<file path="config.mk">
export PLATFORM = sky130hd
export DESIGN_NAME = char_fetch
export DESIGN_NICKNAME = d
export VERILOG_FILES = /design/src/rtl/tensor_core_pkg.sv /design/src/rtl/char_fetch_fifo.sv /design/src/rtl/char_fetch.sv
export SDC_FILE = /design/constraint.sdc
export NUM_CORES = 1
export LEC_CHECK = 0
export CORE_UTILIZATION = 50
export CTS_BUF_LIST = sky130_fd_sc_hd__clkbuf_2
export CTS_CLUSTER_SIZE = 12
export DETAILED_ROUTE_END_ITERATION = 10
export DONT_BUFFER_PORTS = 1
export PLACE_DENSITY_LB_ADDON = 0.1
export REMOVE_ABC_BUFFERS = 1
export SLEW_MARGIN = 30
export SYNTH_ARGS = -nofsm -noshare
export SYNTH_HDL_FRONTEND = slang
export SYNTH_SLANG_ARGS = --single-unit
</file>
<file path="constraint.sdc">
create_clock -name clk -period 9.05 [get_ports clk]
set_input_delay 1.3575 -clock clk [delete_from_list [all_inputs] [get_ports clk]]
set_output_delay 1.3575 -clock clk [all_outputs]
set_load 0.02 [all_outputs]
</file>
<file path="src/rtl/tensor_core_pkg.sv">
// Shared types and sizing helpers for the tensor-core fetch path.
// The credit counter width is derived from the return-buffer depth.
package tensor_core_pkg;

  typedef enum logic [1:0] {IDLE, FETCH, DRAIN, DONE} fetch_state_t;

  localparam int FIFO_DEPTH_DEF = 4;
  localparam int CNT_W          = $clog2(FIFO_DEPTH_DEF + 1);

  // A counter that must reach `depth` inclusive needs clog2(depth+1) bits.
  function automatic int cnt_width(input int depth);
    return $clog2(depth + 1);
  endfunction

endpackage

</file>
<file path="src/rtl/char_fetch_fifo.sv">
// Synchronous first-word-fall-through FIFO holding read returns.
// Head is visible combinationally; a push into an empty FIFO appears the next cycle.
module char_fetch_fifo
  import tensor_core_pkg::*;
#(
  parameter int WIDTH = 9,
  parameter int DEPTH = 4
) (
  input  logic             clk,
  input  logic             rst,
  input  logic             push,
  input  logic [WIDTH-1:0] wdata,
  input  logic             pop,
  output logic [WIDTH-1:0] rdata,
  output logic             full,
  output logic             empty,
  output logic [cnt_width(DEPTH)-1:0] count
);

  localparam int CW = cnt_width(DEPTH);
  localparam int PW = (DEPTH > 1) ? $clog2(DEPTH) : 1;
  localparam logic [PW-1:0] LAST_PTR = PW'(DEPTH - 1);

  logic [WIDTH-1:0] ram [DEPTH];
  logic [PW-1:0]    wr_ptr_q, wr_ptr_d;
  logic [PW-1:0]    rd_ptr_q, rd_ptr_d;
  logic [CW-1:0]    count_q, count_d;
  logic             do_push;
  logic             do_pop;

  always_comb begin
    empty   = (count_q == '0);
    full    = (count_q == CW'(DEPTH));
    do_pop  = pop && !empty;
    // A push while full is only legal when a pop frees the slot in the same cycle.
    do_push = push && (!full || do_pop);

    wr_ptr_d = wr_ptr_q;
    if (do_push) begin
      wr_ptr_d = (wr_ptr_q == LAST_PTR) ? '0 : wr_ptr_q + PW'(1);
    end
    rd_ptr_d = rd_ptr_q;
    if (do_pop) begin
      rd_ptr_d = (rd_ptr_q == LAST_PTR) ? '0 : rd_ptr_q + PW'(1);
    end
    count_d = count_q + CW'(do_push) - CW'(do_pop);
  end

  always_ff @(posedge clk) begin
    if (rst) begin
      wr_ptr_q <= '0;
      rd_ptr_q <= '0;
      count_q  <= '0;
    end else begin
      wr_ptr_q <= wr_ptr_d;
      rd_ptr_q <= rd_ptr_d;
      count_q  <= count_d;
    end
  end

  always_ff @(posedge clk) begin
    if (do_push) begin
      ram[wr_ptr_q] <= wdata;
    end
  end

  assign rdata = ram[rd_ptr_q];
  assign count = count_q;

endmodule

</file>
<file path="src/rtl/char_fetch.sv">
// Turns the incrementer's address stream into fixed-latency SRAM reads and buffers
// the returns in a credit-managed FIFO feeding the tensor core with valid/ready/last.
module char_fetch
  import tensor_core_pkg::*;
#(
  parameter int ADDR_WIDTH = 4,
  parameter int DATA_WIDTH = 8,
  parameter int RD_LATENCY = 2,
  parameter int FIFO_DEPTH = 4
) (
  input  logic                  clk,
  input  logic                  rst,
  input  logic                  start,
  input  logic                  in_valid,
  output logic                  in_ready,
  input  logic [ADDR_WIDTH-1:0] in_addr,
  input  logic                  in_last,
  output logic                  halt,
  output logic                  mem_rd_en,
  output logic [ADDR_WIDTH-1:0] mem_rd_addr,
  input  logic [DATA_WIDTH-1:0] mem_rd_data,
  output logic                  out_valid,
  input  logic                  out_ready,
  output logic [DATA_WIDTH-1:0] out_data,
  output logic                  out_last,
  output logic                  busy,
  output logic                  done
);

  localparam int CW = (FIFO_DEPTH == FIFO_DEPTH_DEF) ? CNT_W : cnt_width(FIFO_DEPTH);
  localparam logic [CW:0] DEPTH_C = (CW + 1)'(FIFO_DEPTH);

  fetch_state_t state_q, state_d;

  logic                  mem_rd_en_q, mem_rd_en_d;
  logic [ADDR_WIDTH-1:0] mem_rd_addr_q, mem_rd_addr_d;
  logic                  rd_last_q, rd_last_d;
  logic [RD_LATENCY-1:0] pipe_vld_q, pipe_vld_d;
  logic [RD_LATENCY-1:0] pipe_last_q, pipe_last_d;
  logic [CW-1:0]         inflight_q, inflight_d;
  logic                  last_popped_q, last_popped_d;

  logic                  accept;
  logic                  credit_ok;
  logic [CW:0]           credit_used;
  logic                  fifo_push;
  logic                  fifo_pop;
  logic                  fifo_full;
  logic                  fifo_empty;
  logic [CW-1:0]         fifo_count;
  logic [DATA_WIDTH:0]   fifo_rdata;

  // Credits cover every read from acceptance until its word leaves the FIFO,
  // so a return always finds a free slot and the pipe never has to stall.
  always_comb begin
    credit_used = {1'b0, inflight_q} + {1'b0, fifo_count};
    credit_ok   = !fifo_full && (credit_used < DEPTH_C);
    accept      = in_valid && in_ready;
    fifo_push   = pipe_vld_q[RD_LATENCY-1];
    fifo_pop    = out_valid && out_ready;
  end

  always_ff @(posedge clk) begin
    if (rst) begin
      state_q <= IDLE;
    end else begin
      state_q <= state_d;
    end
  end

  always_comb begin
    state_d = state_q;
    case (state_q)
      IDLE:    if (start) state_d = FETCH;
      FETCH:   if (accept && in_last) state_d = DRAIN;
      DRAIN:   if (inflight_q == '0 && fifo_empty && last_popped_q) state_d = DONE;
      DONE:    state_d = IDLE;
      default: state_d = IDLE;
    endcase
  end

  always_comb begin
    in_ready  = (state_q == FETCH) && credit_ok;
    halt      = !in_ready;
    busy      = (state_q != IDLE);
    done      = (state_q == DONE);
    out_valid = !fifo_empty;
    out_data  = fifo_empty ? '0 : fifo_rdata[DATA_WIDTH:1];
    out_last  = !fifo_empty && fifo_rdata[0];
  end

  always_comb begin
    mem_rd_en_d   = accept;
    mem_rd_addr_d = accept ? in_addr : mem_rd_addr_q;
    rd_last_d     = accept && in_last;

    // Stage 0 lines up with the cycle after mem_rd_en; the tail lines up with valid data.
    pipe_vld_d[0]  = mem_rd_en_q;
    pipe_last_d[0] = rd_last_q;
    for (int i = 1; i < RD_LATENCY; i++) begin
      pipe_vld_d[i]  = pipe_vld_q[i-1];
      pipe_last_d[i] = pipe_last_q[i-1];
    end

    inflight_d = inflight_q + CW'(accept) - CW'(fifo_push);

    last_popped_d = last_popped_q;
    if (state_q == IDLE) begin
      last_popped_d = 1'b0;
    end else if (fifo_pop && fifo_rdata[0]) begin
      last_popped_d = 1'b1;
    end
  end

  always_ff @(posedge clk) begin
    if (rst) begin
      mem_rd_en_q   <= 1'b0;
      mem_rd_addr_q <= '0;
      rd_last_q     <= 1'b0;
      pipe_vld_q    <= '0;
      pipe_last_q   <= '0;
      inflight_q    <= '0;
      last_popped_q <= 1'b0;
    end else begin
      mem_rd_en_q   <= mem_rd_en_d;
      mem_rd_addr_q <= mem_rd_addr_d;
      rd_last_q     <= rd_last_d;
      pipe_vld_q    <= pipe_vld_d;
      pipe_last_q   <= pipe_last_d;
      inflight_q    <= inflight_d;
      last_popped_q <= last_popped_d;
    end
  end

  assign mem_rd_en   = mem_rd_en_q;
  assign mem_rd_addr = mem_rd_addr_q;

  char_fetch_fifo #(
    .WIDTH (DATA_WIDTH + 1),
    .DEPTH (FIFO_DEPTH)
  ) u_fifo (
    .clk   (clk),
    .rst   (rst),
    .push  (fifo_push),
    .wdata ({mem_rd_data, pipe_last_q[RD_LATENCY-1]}),
    .pop   (fifo_pop),
    .rdata (fifo_rdata),
    .full  (fifo_full),
    .empty (fifo_empty),
    .count (fifo_count)
  );

endmodule
</file>
==> impl_metrics.ini <==
[route]
drt_wl_total_mm = 4.011
drt-pass1-iter-count = 4
vias = 1333
wl_per_cell_um = 15.67
routed_via_density = 5.207
drc_errors = 0
ant_nets = 0
drt_iter0_markers = 86

[logic_synthesis]
netlist_area_sq_um = 2560
ys_types = 31
ys.warnings.count = 0
netlist_instances = 178
synth_seq_cells = 61
yosysSeqAreaShare = 0.6178
synth-async-reset-ratio = 0
synth-edff-count = 36
syn_area_per_cell_sq_um = 14.38
synthFlopType = edfxtp_1

[critical_path]
critPathLaunchType = register
critPathArrivalTime_ns = 2.34
crit_type = register to primary output
cp_slowest_stage_delay_ns = 0.50
crit_slowest_cell = dfxtp_1
path_cells = ha_1 > or4b_4 > a211oi_4 > inv_1
required_ns = 7.69
crit_path_max_fanout = 6
critPathCaptureType = primary output

[placement]
dpl_cell_area_sq_um = 2624
hpwl_mm = 2.803
port_buffers = 0
gp_congestion = 0.7060
pre_cts_ws_ns = 5.832

[sta]
finalSetupViolations = 0
fin_crit_sh = 0.4081
finalHoldViolations = 0
worst_slack_ns = 5.357
hold_ws_ns = 0.4392
finalCriticalPeriod_ns = 3.693
setup_tns_ns = 0
rsz0062_at_grt = false
slew_viol_final = 0
fin_skew_ns = 0.01544
fmax_mhz = 270.8
slew_headroom = 0.5622
tightest_slew_ns = 0.6536

[clock_network]
cts.sinks = 61
cts_tree = built
path_clk_slew_ns = 0.17
clkLatencyLatePin_ns = 0.44
cts-root-buf = clkbuf_2
cts.htree.levels = 3
cts_hold_buffers = 0
cts_setup_buffers = 0
clk_path_buf_depth = 2
cts-buffers-inserted = 9
post_cts_resized = 0

[floorplanning]
ios = 37
die_h_um = 73.56
row_count = 25
core-area_sq_um = 4817
die_area_sq_um = 5410
start_util = 0.5314
die_w_um = 73.56

[grt]
track_usage = 0.1761
grt-ovfl-total = 0
antenna_found_initial = 0
grt_max_degree = 24
grt_pass1_vias = 1387
grt_pass1_wl_mm = 6.630

[job]
maxCapViolCount = 0

[layout]
fillers = 416
drive_above_1_share = 0.1481
layout_common_cells = edfxtp_1, dfxtp_1, inv_1, ha_1, and2_1
fin_area_sq_um = 2730
layout.nets = 219
diodes = 0
final_common_cell = edfxtp_1
area_growth_pct = 6.647

[pwr]
total_power_mw = 0.7041
vdd_drop_max_v = 0.0001691
cellLeakagePower_nw = 1.037
p_per_area_nw_per_um2 = 257.9

[status]
status = complete, no violations

[worst_hold_path]
holdCritPathClass = register to register
final timing paths:
kind / endpoint / slack [ns] / cells after the start / from
worst min register to register: pipe_last_q[1] / 0.44 / 1 / pipe_last_q[0]
worst max-delay path: halt / 5.36 / 4 / u_fifo.count[2]
worst min-delay path: pipe_last_q[1] / 0.44 / 1 / pipe_last_q[0]
worst max register to register: inflight_q[2] / 5.82 / 12 / u_fifo.count[2]
cell type report:
type | instances | area (sq um) | area share
inverter | 15 | 56.30 | 0.02062
sequential | 61 | 1582 | 0.5793
multi-input combinational | 97 | 902.1 | 0.3304
tap | 67 | 83.83 | 0.03071
clock inverter | 5 | 51.30 | 0.01879
clock buffer | 11 | 55.05 | 0.02016
logic make-up after synthesis:
group                      Yosys count  share of synthesized area
DFF                                 61                     0.6178
and+or+nand+nor                     49                     0.1114
buffers and inverters               20                    0.02981
adders and majority gates           17                    0.08895
muxes                               16                     0.1065
AOI/OAI and AO/OA                   11                    0.03177
xor gates and xnor gates             4                    0.01369
synth_stat cells (2+ instances only):
master     n  share of area
clkbuf_1   4         0.0059
dfxtp_1   25           0.20
ha_1      15          0.073
nor2_1    13          0.019
nor3_1     2         0.0039
nand2_1    4         0.0059
o21ai_1    2         0.0039
edfxtp_1  36           0.42
nor2b_1    7          0.017
mux4_2     9          0.079
xnor2_1    3          0.010
and2_1    14          0.034
a21oi_1    4         0.0078
mux2i_1    7          0.027
nand2b_1   2         0.0049
inv_1     15          0.022
fa_1       2          0.016
worst max-delay path: cells and delay by family (launching register included):
family / cells / cell delay [ns]
adders and majority gates: 1 / 0.31
AOI/OAI and AO/OA: 1 / 0.38
buffers and inverters: 1 / 0.21
and+or+nand+nor: 1 / 0.50
DFF: 1 / 0.50
flip-flops by register name, summed over array words and instances, names as in the netlist, named ones only:
signal	cells
mem_rd_en	1
inflight_q	3
state_q	2
last_popped_q	1
pipe_vld_q	2
u_fifo.rd_ptr_q	2
u_fifo.count	3
mem_rd_addr	4
u_fifo.ram	36
rd_last_q	1
u_fifo.wr_ptr_q	2
pipe_last_q	2
metal layers:
metal | vias to the layer above | global-route usage | routed length (um)
met5 | - | 0 | 0
met1 | 653 | 0.1835 | 1638
met2 | 33 | 0.3078 | 2104
met4 | 0 | 0.07692 | 46
met3 | 6 | 0.07545 | 221
li1 | 641 | - | -
through the flow:
stage                     instances  utilization
after floorplan                 173            -
after global placement          240       0.5447
after detailed placement        240       0.5447
after CTS                       256       0.5668
after global routing            256       0.5668
final                           256       0.5668
where the power goes:
group	total [mW]	switching (mW)	leakage (nW)	internal, mW
Combinational	0.201	0.120	0.447	0.0807
Sequential	0.346	0.0314	0.521	0.315
Clock	0.157	0.0927	0.0694	0.0645
Note: power is estimated with default switching activity, not from simulation.
